===== config.mk =====
export PLATFORM = sky130hd
export DESIGN_NAME = urv_trap_ctrl
export DESIGN_NICKNAME = d
export VERILOG_FILES = /design/src/rtl/urv_trap_ctrl.sv
export SDC_FILE = /design/constraint.sdc
export NUM_CORES = 1
export LEC_CHECK = 0
export CELL_PAD_IN_SITES_DETAIL_PLACEMENT = 0
export CELL_PAD_IN_SITES_GLOBAL_PLACEMENT = 1
export CORE_MARGIN = 5
export CORE_UTILIZATION = 26
export CTS_CLUSTER_DIAMETER = 150
export DETAILED_ROUTE_END_ITERATION = 16
export GPL_TIMING_DRIVEN = 0
export PLACE_DENSITY_LB_ADDON = 0.08
export SYNTH_ARGS = -nofsm -noshare
export SYNTH_HDL_FRONTEND = slang
export SYNTH_SLANG_ARGS = --single-unit

===== constraint.sdc =====
create_clock -name clk_i -period 2 [get_ports clk_i]
set_input_delay 0.2 -clock clk_i [delete_from_list [all_inputs] [get_ports clk_i]]
set_output_delay 0.2 -clock clk_i [all_outputs]
set_load 0.005 [all_outputs]

===== src/rtl/urv_trap_ctrl.sv =====
// urv_trap_ctrl: machine-mode trap controller for a small RISC-V core.
// Tracks exception/interrupt entry and MRET return, owns mstatus.MIE/MPIE,
// mie, mip, mepc and mcause, and issues a one-cycle redirect strobe.
// Build option: define URV_TIMER_IRQ_EN to enable the timer interrupt
// (mip/mie bit 7); without it timer_irq_i is ignored and bit 7 reads 0.
//
// state   | meaning
// --------+-----------------------------------------------------------
// RUN     | normal execution; traps and MRET are accepted on commit
// ENTER   | redirect to the trap vector is being issued (one cycle)
// HANDLER | inside the trap handler; interrupts masked, MRET returns

module urv_trap_ctrl #(
   parameter logic [31:0] g_trap_vector = 32'h0000_0008
) (
   input  logic        clk_i,
   input  logic        rst_i,
   input  logic        x_stall_i,
   input  logic        x_kill_i,
   input  logic [31:0] x_pc_i,
   input  logic        x_exception_i,
   input  logic [3:0]  x_exception_cause_i,
   input  logic        x_is_mret_i,
   input  logic        x_csr_write_i,
   input  logic [11:0] x_csr_sel_i,
   input  logic [31:0] x_csr_write_value_i,
   input  logic        irq_i,
   input  logic        timer_irq_i,
   output logic        x_trap_o,
   output logic [31:0] x_trap_pc_o,
   output logic [31:0] csr_mstatus_o,
   output logic [31:0] csr_mip_o,
   output logic [31:0] csr_mie_o,
   output logic [31:0] csr_mepc_o,
   output logic [31:0] csr_mcause_o
);

   localparam logic [11:0] CSR_MSTATUS = 12'h300;
   localparam logic [11:0] CSR_MIE     = 12'h304;
   localparam logic [11:0] CSR_MEPC    = 12'h341;
   localparam logic [11:0] CSR_MCAUSE  = 12'h342;

   typedef enum logic [1:0] {
      RUN     = 2'd0,
      ENTER   = 2'd1,
      HANDLER = 2'd2
   } state_t;

   state_t      state;
   logic        mstatus_mie;
   logic        mstatus_mpie;
   logic        mie_meie;
   logic        mie_mtie;
   logic        mip_meip;
   logic        mip_mtip;
   logic [31:0] mepc;
   logic [31:0] mcause;

   logic        commit;
   logic        ext_pending;
   logic        tmr_pending;
   logic        take_exc;
   logic        take_int;
   logic        take_trap;
   logic        take_mret;
   logic        take_csr;
   logic        timer_src;
   logic [31:0] trap_cause;

`ifdef URV_TIMER_IRQ_EN
   assign timer_src = timer_irq_i;
`else
   logic timer_unused;
   assign timer_unused = timer_irq_i;
   assign timer_src    = 1'b0;
`endif

   // ENTER is the redirect cycle: the execute-stage instruction there is the
   // one being flushed, so it can neither trap, return nor write a CSR.
   assign commit      = !x_stall_i && !x_kill_i && (state != ENTER);
   assign ext_pending = mip_meip && mie_meie;
   assign tmr_pending = mip_mtip && mie_mtie;
   assign take_exc    = commit && x_exception_i;
   assign take_int    = commit && (state == RUN) && mstatus_mie && (ext_pending || tmr_pending);
   assign take_trap   = take_exc || take_int;
   assign take_mret   = commit && x_is_mret_i && !take_trap;
   assign take_csr    = commit && x_csr_write_i && !take_trap && !take_mret;

   // mcause priority: synchronous exception, then external, then timer
   always_comb begin
      trap_cause = 32'h8000_0007;
      if (take_exc) begin
         trap_cause = {28'b0, x_exception_cause_i};
      end else if (ext_pending) begin
         trap_cause = 32'h8000_000B;
      end
   end

   // pending-interrupt register samples the levels every cycle, stalled or not
   always_ff @(posedge clk_i) begin
      if (rst_i) begin
         mip_meip <= 1'b0;
         mip_mtip <= 1'b0;
      end else begin
         mip_meip <= irq_i;
         mip_mtip <= timer_src;
      end
   end

   // trap FSM, redirect strobe and the writable CSR state
   always_ff @(posedge clk_i) begin
      if (rst_i) begin
         state        <= RUN;
         x_trap_o     <= 1'b0;
         x_trap_pc_o  <= 32'h0;
         mstatus_mie  <= 1'b0;
         mstatus_mpie <= 1'b0;
         mie_meie     <= 1'b0;
         mie_mtie     <= 1'b0;
         mepc         <= 32'h0;
         mcause       <= 32'h0;
      end else begin
         x_trap_o <= 1'b0;
         if (state == ENTER) begin
            state <= HANDLER;
         end

         if (take_trap) begin
            state       <= ENTER;
            x_trap_o    <= 1'b1;
            x_trap_pc_o <= g_trap_vector;
            mepc        <= x_pc_i;
            mcause      <= trap_cause;
            mstatus_mie <= 1'b0;
            // a nested exception in the handler must not lose the saved MIE
            if (state == RUN) begin
               mstatus_mpie <= mstatus_mie;
            end
         end else if (take_mret) begin
            state        <= RUN;
            x_trap_o     <= 1'b1;
            x_trap_pc_o  <= mepc;
            mstatus_mie  <= mstatus_mpie;
            mstatus_mpie <= 1'b1;
         end else if (take_csr) begin
            case (x_csr_sel_i)
               CSR_MSTATUS: begin
                  mstatus_mie  <= x_csr_write_value_i[3];
                  mstatus_mpie <= x_csr_write_value_i[7];
               end
               CSR_MIE: begin
                  mie_meie <= x_csr_write_value_i[11];
`ifdef URV_TIMER_IRQ_EN
                  mie_mtie <= x_csr_write_value_i[7];
`endif
               end
               CSR_MEPC:   mepc   <= {x_csr_write_value_i[31:2], 2'b00};
               CSR_MCAUSE: mcause <= x_csr_write_value_i;
               default: ;
            endcase
         end
      end
   end

   assign csr_mstatus_o = {19'b0, 2'b11, 3'b0, mstatus_mpie, 3'b0, mstatus_mie, 3'b0};
   assign csr_mip_o     = {20'b0, mip_meip, 3'b0, mip_mtip, 7'b0};
   assign csr_mie_o     = {20'b0, mie_meie, 3'b0, mie_mtie, 7'b0};
   assign csr_mepc_o    = mepc;
   assign csr_mcause_o  = mcause;

endmodule

==> results.txt, run 1 <==
Placeable Area = 18,100 um2
Max clock buf depth = 2
Worst skew pair latency = 350 ps
Aggregate routed wire length = 17.6 mm
EDFF count, synth = 0
Hold_buf cts = 0
Worst-Margin Slew = 592 ps
Critical Path Sink Type = flip-flop
Crit path largest cell delay = 600 ps
Synth top area cells = dfxtp_1, buf_4, nand2_1
Placed insts = 1,080
Height of the die = 146 um
Vias per cell = 4.12
Share of cells above drive strength 1 = 18.7%
IO Pins = 282
Worst-path fanout max = 10
Slew HR = 60.5%
Peak supply drop = 0.000408 V
CP max stage cell = or4b_4
Yosys reg bits = 103
Pwr per Cell Area = 592 nW/um2
Distinct cell type count after synthesis = 42
Vias = 4,564
# nets final = 962
Hold Vio Cnt, Final = 0
Pre-antenna DRT Iters = 6
Post-synthesis sequential area ratio = 42.8%
WL/cell = 15.9 um
Final setup violation count = 0
Cell area after synthesis = 4820 um2
DR iter-0 viols = 132
Largest net degree at the start of global routing = 16
Input/output buffers = 187
Synth top area share = 42.8%
Max Cap Viol = 0
Pins Over Slew Limit = 0
Final hold slack = 322 ps
CTS HTree Levels = 3
Cell Count, Final, Fillers Out = 1,107
Antenna violations before repair = 0
Vias in the first global route = 4,736
Die W = 146 um
Most common cell after layout, fill and taps aside = clkdlybuf4s50_1
Worst-path cell chain = and4b_2, nor2b_2, or4b_4, buf_6, nand2_1, a21oi_1
GR Util All Layers = 16.1%
Post-synth ARST share = 0%
CTS Sinks = 103
Congestion Overflow GR = 0
Fmax achieved = 519 MHz
Leakage = 3.06 nW
Synth Flop Type = dfxtp_1
Outcome = finished, final reports clean
Unrepaired setup endpoints after global routing = true
Cts bufs inserted = 9
Power Total = 0.00465 W
Final worst-path cycle share = 96.3%
Initial Utilization = 26.7%
Skew final = 8.36 ps
CP arrival = 2140 ps
Cells after synthesis = 574
CP Data Required Time = 2210 ps
Global-route wire length before repair = 27.1 mm
Startpoint Class = flip-flop
Top delay family on crit path = simple AND/OR/NAND/NOR gates
ANT cells = 0
Die area = 21,400 um2
Crit Path Category = reg -> reg
RD Place Congestion = 0.797
Most frequent cells in the layout = clkdlybuf4s50_1, nand2_1, buf_4, dfxtp_1, conb_1
Number of warnings issued by yosys = 0
Mean Syn Cell Area = 8.40 um2
Hold/Removal Path Class = in -> reg
Area Overhead vs Synth = 63.1%
Clk Tree Root Cell = clkbuf_16
Clk slew on worst S/H paths = 70 ps
Remaining antenna violation count = 0
DRC = 0
Worst path bufs/invs = 1
Min Tclk post-route = 1930 ps
Area leader, netlist = dfxtp_1
Fin util = 43.5%
Num rows = 49
TritonCTS clock tree = built
Dpl hpwl = 13.8 mm
through the flow:
step	area, um2	setup TNS, ps	worst slack, ps
after floorplan	5160	0	116
after global placement	7320	-60080	-912
after detailed placement	7320	-65650	-945
after CTS	7760	0	2.08
after global routing	7860	-7.99	-4.79
final	7860	0	73.0
layer usage:
metal	global-route usage, %	share of wire (%)	vias to the layer above
met2	27.6	49	168
met5	0	0	-
met3	6.14	8.2	17
met1	18.7	41	2060
met4	4.61	1.4	0
li1	-	-	2319
registers in the layout (all words and copies together) (netlist names):
| signal | count |
|---|---|
| csr_mcause_o | 32 |
| csr_mepc_o | 32 |
| x_trap_pc_o | 32 |
| state | 2 |
| mie_meie | 1 |
| mip_meip | 1 |
| mstatus_mie | 1 |
| mstatus_mpie | 1 |
| x_trap_o | 1 |
final timing paths:
path                                      start                            end  slack [ps]  cells past startpoint
setup / recovery          state[1]$_SDFFE_PP0P_   x_trap_pc_o[14]$_SDFFE_PP0P_          70                      6
hold / removal                            rst_i            mip_meip$_SDFF_PP0_         320                      2
setup reg to reg          state[1]$_SDFFE_PP0P_   x_trap_pc_o[14]$_SDFFE_PP0P_          70                      6
hold reg to reg   csr_mcause_o[21]$_SDFFE_PP0P_  csr_mcause_o[21]$_SDFFE_PP0P_         450                      2
Yosys cell counts (all sizes together), types with 2 or more instances:
cell and instances:
o21ai 31, nor4b 3, and4b 2, nor2 8
nor3 6, clkbuf 21, dfxtp 103, a211oi 3
nand3b 3, a21oi 63, or4b 2, o31ai 2
o211ai 2, nand2b 2, buf 109, conb 2
nor2b 9, nand2 152, and3 2, mux2i 33
nand4b 3, o22ai 2
what timing repair did:
item,CTS,global route
setup buffers,7,5
pin swaps,4,5
gates cloned,1,0
gates resized for setup,24,23
setup endpoints to repair,96,76
worst reg2reg max path, stage by stage (launching register included):
cell and delay (ps):
dfxtp_4 380, and4b_2 280, nor2b_2 210, or4b_4 600
buf_6 190, nand2_1 70, a21oi_1 60
power breakdown:
part	total (W)	switching [W]	leakage [nW]	internal (W)
Combinational	0.000645	0.000260	2.07	0.000385
Clock	0.00189	0.000794	0.151	0.00110
Sequential	0.00212	0.0000305	0.834	0.00209
kinds of logic (layout without fill, tap and decap cells):
family	after synthesis	count (layout)	share of synthesized area [%]
flops	103	103	42.8
mux	33	33	6.85
other cells	2	92	0.156
simple gates	199	199	18.7
compound gates	107	107	12.2
buf+inv	130	344	19.3
area by class of cell:
class                   count  area (um2)
multi-input cells         431        2250
well taps                 229         287
fillers                  1826       10200
plain buffers             129         960
repair buffers            199        1990
clock buffers              12         236
clock inverters             4        70.1
flip-flops and latches    103        2070
(Power assumes the default switching activity.)
==> run 2: changes to the inputs <==
TNS_END_PERCENT = 5   (was unset)
==> run 2 against run 1 <==
Worst hold slack gained 2.5 ps. Die area is the same. Critical path type is now in -> reg. Wire length grew 1.7%. Final area grew 1.2%.
==> results.txt, run 2 (same netlist as run 1, synthesis figures left out) <==
Aggregate routed wire length = 17.9 mm (was 17.6 mm)
RD Place Congestion = 0.797 (unchanged)
Critical Path Sink Type = flip-flop (unchanged)
Startpoint Class = input port (was flip-flop)
IO Pins = 282 (unchanged)
Hold_buf cts = 0 (unchanged)
Die W = 146 um (unchanged)
ANT cells = 0 (unchanged)
Worst skew pair latency = 350 ps (about the same)
Fin util = 44.0% (was 43.5%)
Largest net degree at the start of global routing = 16 (unchanged)
Min Tclk post-route = 1950 ps (was 1930 ps)
Dpl hpwl = 13.8 mm (unchanged)
Pre-antenna DRT Iters = 4 (was 6)
Hold Vio Cnt, Final = 0 (unchanged)
Skew final = 8.40 ps (was 8.36 ps)
CTS HTree Levels = 3 (unchanged)
Vias = 4,603 (was 4,564)
CP max stage cell = or4b_4 (unchanged)
Worst-path cell chain = dlygate4sd2_1, or4b_4, nor4b_4, and4b_1, buf_6, buf_12, buf_12, mux2i_2, o21ai_1 (was and4b_2, nor2b_2, or4b_4, buf_6, nand2_1, a21oi_1)
Height of the die = 146 um (unchanged)
Max clock buf depth = 2 (unchanged)
Congestion Overflow GR = 0 (unchanged)
Final worst-path cycle share = 97.5% (was 96.3%)
Pwr per Cell Area = 585 nW/um2 (was 592 nW/um2)
Final hold slack = 324 ps (was 322 ps)
Antenna violations before repair = 0 (unchanged)
TritonCTS clock tree = built (unchanged)
Peak supply drop = 0.000405 V (was 0.000408 V)
Outcome = finished, final reports clean (unchanged)
CTS Sinks = 103 (unchanged)
Hold/Removal Path Class = in -> reg (unchanged)
CP arrival = 2190 ps (was 2140 ps)
Power Total = 0.00466 W (was 0.00465 W)
Worst-Margin Slew = 598 ps (was 592 ps)
CP most frequent cell = buf_12
Clk slew on worst S/H paths = 70 ps (about the same)
Share of cells above drive strength 1 = 18.9% (was 18.7%)
PnR worst setup slack = 50.7 ps (was 73.0 ps)
Vias per cell = 4.14 (was 4.12)
Global-route wire length before repair = 27.0 mm (was 27.1 mm)
# nets final = 966 (was 962)
Leakage = 3.10 nW (was 3.06 nW)
Worst path bufs/invs = 4 (was 1)
Worst-path fanout max = 5 (was 10)
Placeable Area = 18,100 um2 (unchanged)
Input/output buffers = 187 (unchanged)
Area Overhead vs Synth = 65.0% (was 63.1%)
Max Cap Viol = 0 (unchanged)
Num rows = 49 (unchanged)
Die area = 21,400 um2 (unchanged)
DR iter-0 viols = 147 (was 132)
Final setup violation count = 0 (unchanged)
Initial Utilization = 26.7% (unchanged)
Pins Over Slew Limit = 0 (unchanged)
Crit path largest cell delay = 520 ps (was 600 ps)
DRC = 0 (unchanged)
Crit Path Category = in -> reg (was reg -> reg)
Unrepaired setup endpoints after global routing = true (unchanged)
Fmax achieved = 513 MHz (was 519 MHz)
Cts bufs inserted = 9 (unchanged)
WL/cell = 16.1 um (was 15.9 um)
GR Util All Layers = 16.1% (unchanged)
Remaining antenna violation count = 0 (unchanged)
Most frequent cells in the layout = clkdlybuf4s50_1, nand2_1, buf_4, dfxtp_1, conb_1 (unchanged)
Top delay family on crit path = simple AND/OR/NAND/NOR gates (unchanged)
Pre-CTS setup slack = -945 ps (unchanged)
Slew HR = 60.1% (was 60.5%)
Vias in the first global route = 4,740 (was 4,736)
CP Data Required Time = 2240 ps (was 2210 ps)
Clk Tree Root Cell = clkbuf_16 (unchanged)
Most common cell after layout, fill and taps aside = clkdlybuf4s50_1 (unchanged)
run 2: changes by cell type in the layout (fill, tap and decap cells not counted), sizes merged:
cell	previous run	this run
buf	122	125
or4b	2	3
run 2: cell type report:
type / instances / area, um2
sequential: 103 / 2070
timing repair buffer: 202 / 2060
clock inverter: 4 / 70.1
fill: 1816 / 10100
buffer: 129 / 971
tap: 229 / 287
multi-input combinational: 432 / 2260
clock buffer: 12 / 236
run 2: worst paths after layout:
check	start	endpoint	slack, ps	cells after the start
hold reg to reg	csr_mcause_o[21]$_SDFFE_PP0P_	csr_mcause_o[21]$_SDFFE_PP0P_	450	2
setup reg to reg	state[1]$_SDFFE_PP0P_	x_trap_pc_o[16]$_SDFFE_PP0P_	50	6
setup / recovery	x_csr_sel_i[4]	csr_mepc_o[17]$_SDFFE_PP0P_	50	9
hold / removal	rst_i	mip_meip$_SDFF_PP0_	320	2
run 2: report_power, final:
group	total, W	switching [W]	leakage (nW)	internal [W]
logic	0.000653	0.000263	2.12	0.000390
registers	0.00212	0.0000307	0.835	0.00209
clock network	0.00189	0.000792	0.151	0.00110
total	0.00466	0.00109	3.10	0.00357
run 2: stage by stage:
stage	std cells	setup TNS [ps]	instance area, um2
floorplan	664	0	5160
detailed placement	1080	-65650	7320
global route	1111	-96.7	7960
finish	1111	0	7960
global placement	1080	-60080	7320
CTS	1102	0	7770
run 2: worst reg2reg max path: stages, from the launching register on:
cell       delay (ps)
dfxtp_4           380
and4b_2           280
nor2b_4           170
or4b_4            660
clkbuf_16         210
nand2_1            60
a21oi_1            50
run 2: timing repair:
item	4_1_cts	5_1_grt
setup buffers	6	5
endpoints found under the hold margin	0	0
pin swaps	3	6
resized for setup	24	31
gates cloned	1	4
setup endpoints to repair	96	91
run 2: routing by layer:
metal	part of all wire [%]	wire length, um	GRT usage [%]
met1	41	7360	18.7
met2	49	8780	27.6
met3	8.5	1520	6.23
met4	1.5	274	4.66
met5	0	0	0
==> run 3: changes to the inputs <==
TNS_END_PERCENT = 50   (was 5)
==> run 3 against run 2 <==
Global-route usage stayed put. Clock skew barely moved. Wire length down 1.7%. Largest cell class unchanged. Core utilization fell by 0.53 points. Largest power group unchanged.
==> results.txt, run 3 (same netlist as run 1, synthesis figures left out) <==
Largest net degree at the start of global routing = 16 (unchanged)
Footprint of the multi-input gates = 2250 um2 (was 2260 um2)
Crit path largest cell delay = 600 ps (was 520 ps)
ANT cells = 0 (unchanged)
Post-DP Area = 7320 um2 (unchanged)
Vias = 4,570 (was 4,603)
Initial Utilization = 26.7% (unchanged)
Area Overhead vs Synth = 63.0% (was 65.0%)
Input/output buffers = 187 (unchanged)
Placed insts = 1,080 (unchanged)
Hold/Removal Path Class = in -> reg (unchanged)
CTS HTree Levels = 3 (unchanged)
Placeable Area = 18,100 um2 (unchanged)
Fin util = 43.5% (was 44.0%)
Final instance area = 7860 um2 (was 7960 um2)
FF/Latch Area = 2070 um2 (about the same)
Vias per cell = 4.13 (was 4.14)
GR Util All Layers = 16.1% (unchanged)
Leakage = 3.06 nW (was 3.10 nW)
Remaining antenna violation count = 0 (unchanged)
CP max stage cell = or4b_4 (unchanged)
Worst skew pair latency = 360 ps (was 350 ps)
TritonCTS clock tree = built (unchanged)
Outcome = finished, final reports clean (unchanged)
Worst-path fanout max = 10 (was 5)
Die W = 146 um (unchanged)
Cell Count, Final, Fillers Out = 1,107 (was 1,111)
Hold_buf cts = 0 (unchanged)
Worst-path cell chain = and4b_2, nor2b_2, or4b_4, buf_6, nand2_1, a21oi_1 (was dlygate4sd2_1, or4b_4, nor4b_4, and4b_1, buf_6, buf_12, buf_12, mux2i_2, o21ai_1)
CTS Sinks = 103 (unchanged)
Min Tclk post-route = 1930 ps (was 1950 ps)
IO Pins = 282 (unchanged)
Max clock buf depth = 2 (unchanged)
Crit Path Category = reg -> reg (was in -> reg)
Dpl hpwl = 13.8 mm (unchanged)
Height of the die = 146 um (unchanged)
Pre-antenna DRT Iters = 6 (was 4)
Top delay family on crit path = simple AND/OR/NAND/NOR gates (unchanged)
Clk Tree Root Cell = clkbuf_16 (unchanged)
Startpoint Class = flip-flop (was input port)
RD Place Congestion = 0.797 (unchanged)
Pwr per Cell Area = 592 nW/um2 (was 585 nW/um2)
Cts bufs inserted = 9 (unchanged)
Final setup violation count = 0 (unchanged)
Pins Over Slew Limit = 0 (unchanged)
# nets final = 962 (was 966)
CP Data Required Time = 2220 ps (was 2240 ps)
Die area = 21,400 um2 (unchanged)
Worst-Margin Slew = 586 ps (was 598 ps)
Hold Vio Cnt, Final = 0 (unchanged)
Peak supply drop = 0.000411 V (was 0.000405 V)
CP arrival = 2150 ps (was 2190 ps)
Aggregate routed wire length = 17.6 mm (was 17.9 mm)
Congestion Overflow GR = 0 (unchanged)
Clk slew on worst S/H paths = 70 ps (about the same)
Fillers = 1,826 (was 1,816)
Most common cell after layout, fill and taps aside = clkdlybuf4s50_1 (unchanged)
Final worst-path cycle share = 96.7% (was 97.5%)
Critical Path Sink Type = flip-flop (unchanged)
Skew final = 8.56 ps (was 8.40 ps)
WL/cell = 15.9 um (was 16.1 um)
Global-route wire length before repair = 27.1 mm (was 27.0 mm)
Antenna violations before repair = 0 (unchanged)
DRC = 0 (unchanged)
Fmax achieved = 517 MHz (was 513 MHz)
Slew HR = 61.0% (was 60.1%)
Unrepaired setup endpoints after global routing = true (unchanged)
Share of cells above drive strength 1 = 18.6% (was 18.9%)
Worst path bufs/invs = 1 (was 4)
Most frequent cells in the layout = clkdlybuf4s50_1, nand2_1, buf_4, dfxtp_1, conb_1 (unchanged)
DR iter-0 viols = 131 (was 147)
Max Cap Viol = 0 (unchanged)
Vias in the first global route = 4,736 (was 4,740)
Num rows = 49 (unchanged)
run 3: path summary, 6_finish.rpt:
check	start	endpoint	slack (ps)	depth (start not counted)
setup / recovery	state[1]$_SDFFE_PP0P_	x_trap_pc_o[14]$_SDFFE_PP0P_	70	6
hold / removal	rst_i	mip_meip$_SDFF_PP0_	320	2
setup reg to reg	state[1]$_SDFFE_PP0P_	x_trap_pc_o[14]$_SDFFE_PP0P_	70	6
hold reg to reg	csr_mcause_o[21]$_SDFFE_PP0P_	csr_mcause_o[21]$_SDFFE_PP0P_	450	2
run 3: routing by layer:
metal / wire length (um) / global-route usage (%)
met3: 1460 / 6.14
met4: 247 / 4.61
met1: 7220 / 18.7
met5: 0 / 0
met2: 8690 / 27.6
run 3: report_power, final:
| group | total [W] | switching (W) | leakage, nW | internal, W |
|---|---|---|---|---|
| clock network | 0.00189 | 0.000796 | 0.151 | 0.00110 |
| logic | 0.000645 | 0.000260 | 2.07 | 0.000385 |
| registers | 0.00212 | 0.0000305 | 0.834 | 0.00209 |
run 3: worst register-to-register path: cells and delay by family, from the launching register on:
| kind | cells | cell delay [ps] |
|---|---|---|
| and+or+nand+nor | 4 | 1160 |
| DFF | 1 | 380 |
| buffers and inverters | 1 | 190 |
| AOI/OAI and AO/OA | 1 | 60 |
run 3: repair_timing:
item / 4_1_cts / 5_1_grt
buffers inserted: 7 / 5
gates cloned: 1 / 0
pin swaps: 4 / 5
setup endpoints to repair: 96 / 76
resized for setup: 24 / 21
run 3: through the flow:
step	setup TNS, ps	hold slack, ps	total power (W)	setup WS [ps]
2_1_floorplan	0	309	0.00246	116
3_3_place_gp	-60080	439	0.00278	-912
3_5_place_dp	-65650	443	0.00278	-945
4_1_cts	0	336	0.00469	2.08
5_1_grt	-47.4	347	0.00485	-13.4
6_report	0	317	0.00465	66.5
run 3: cell type report:
type | count | share of cell area, %
Buffer | 129 | 12.2
Clock buffer | 12 | 3.01
Clock inverter | 4 | 0.891
Multi-Input combinational cell | 431 | 28.6
Sequential cell | 103 | 26.3
Tap cell | 229 | 3.65
Timing Repair Buffer | 199 | 25.3
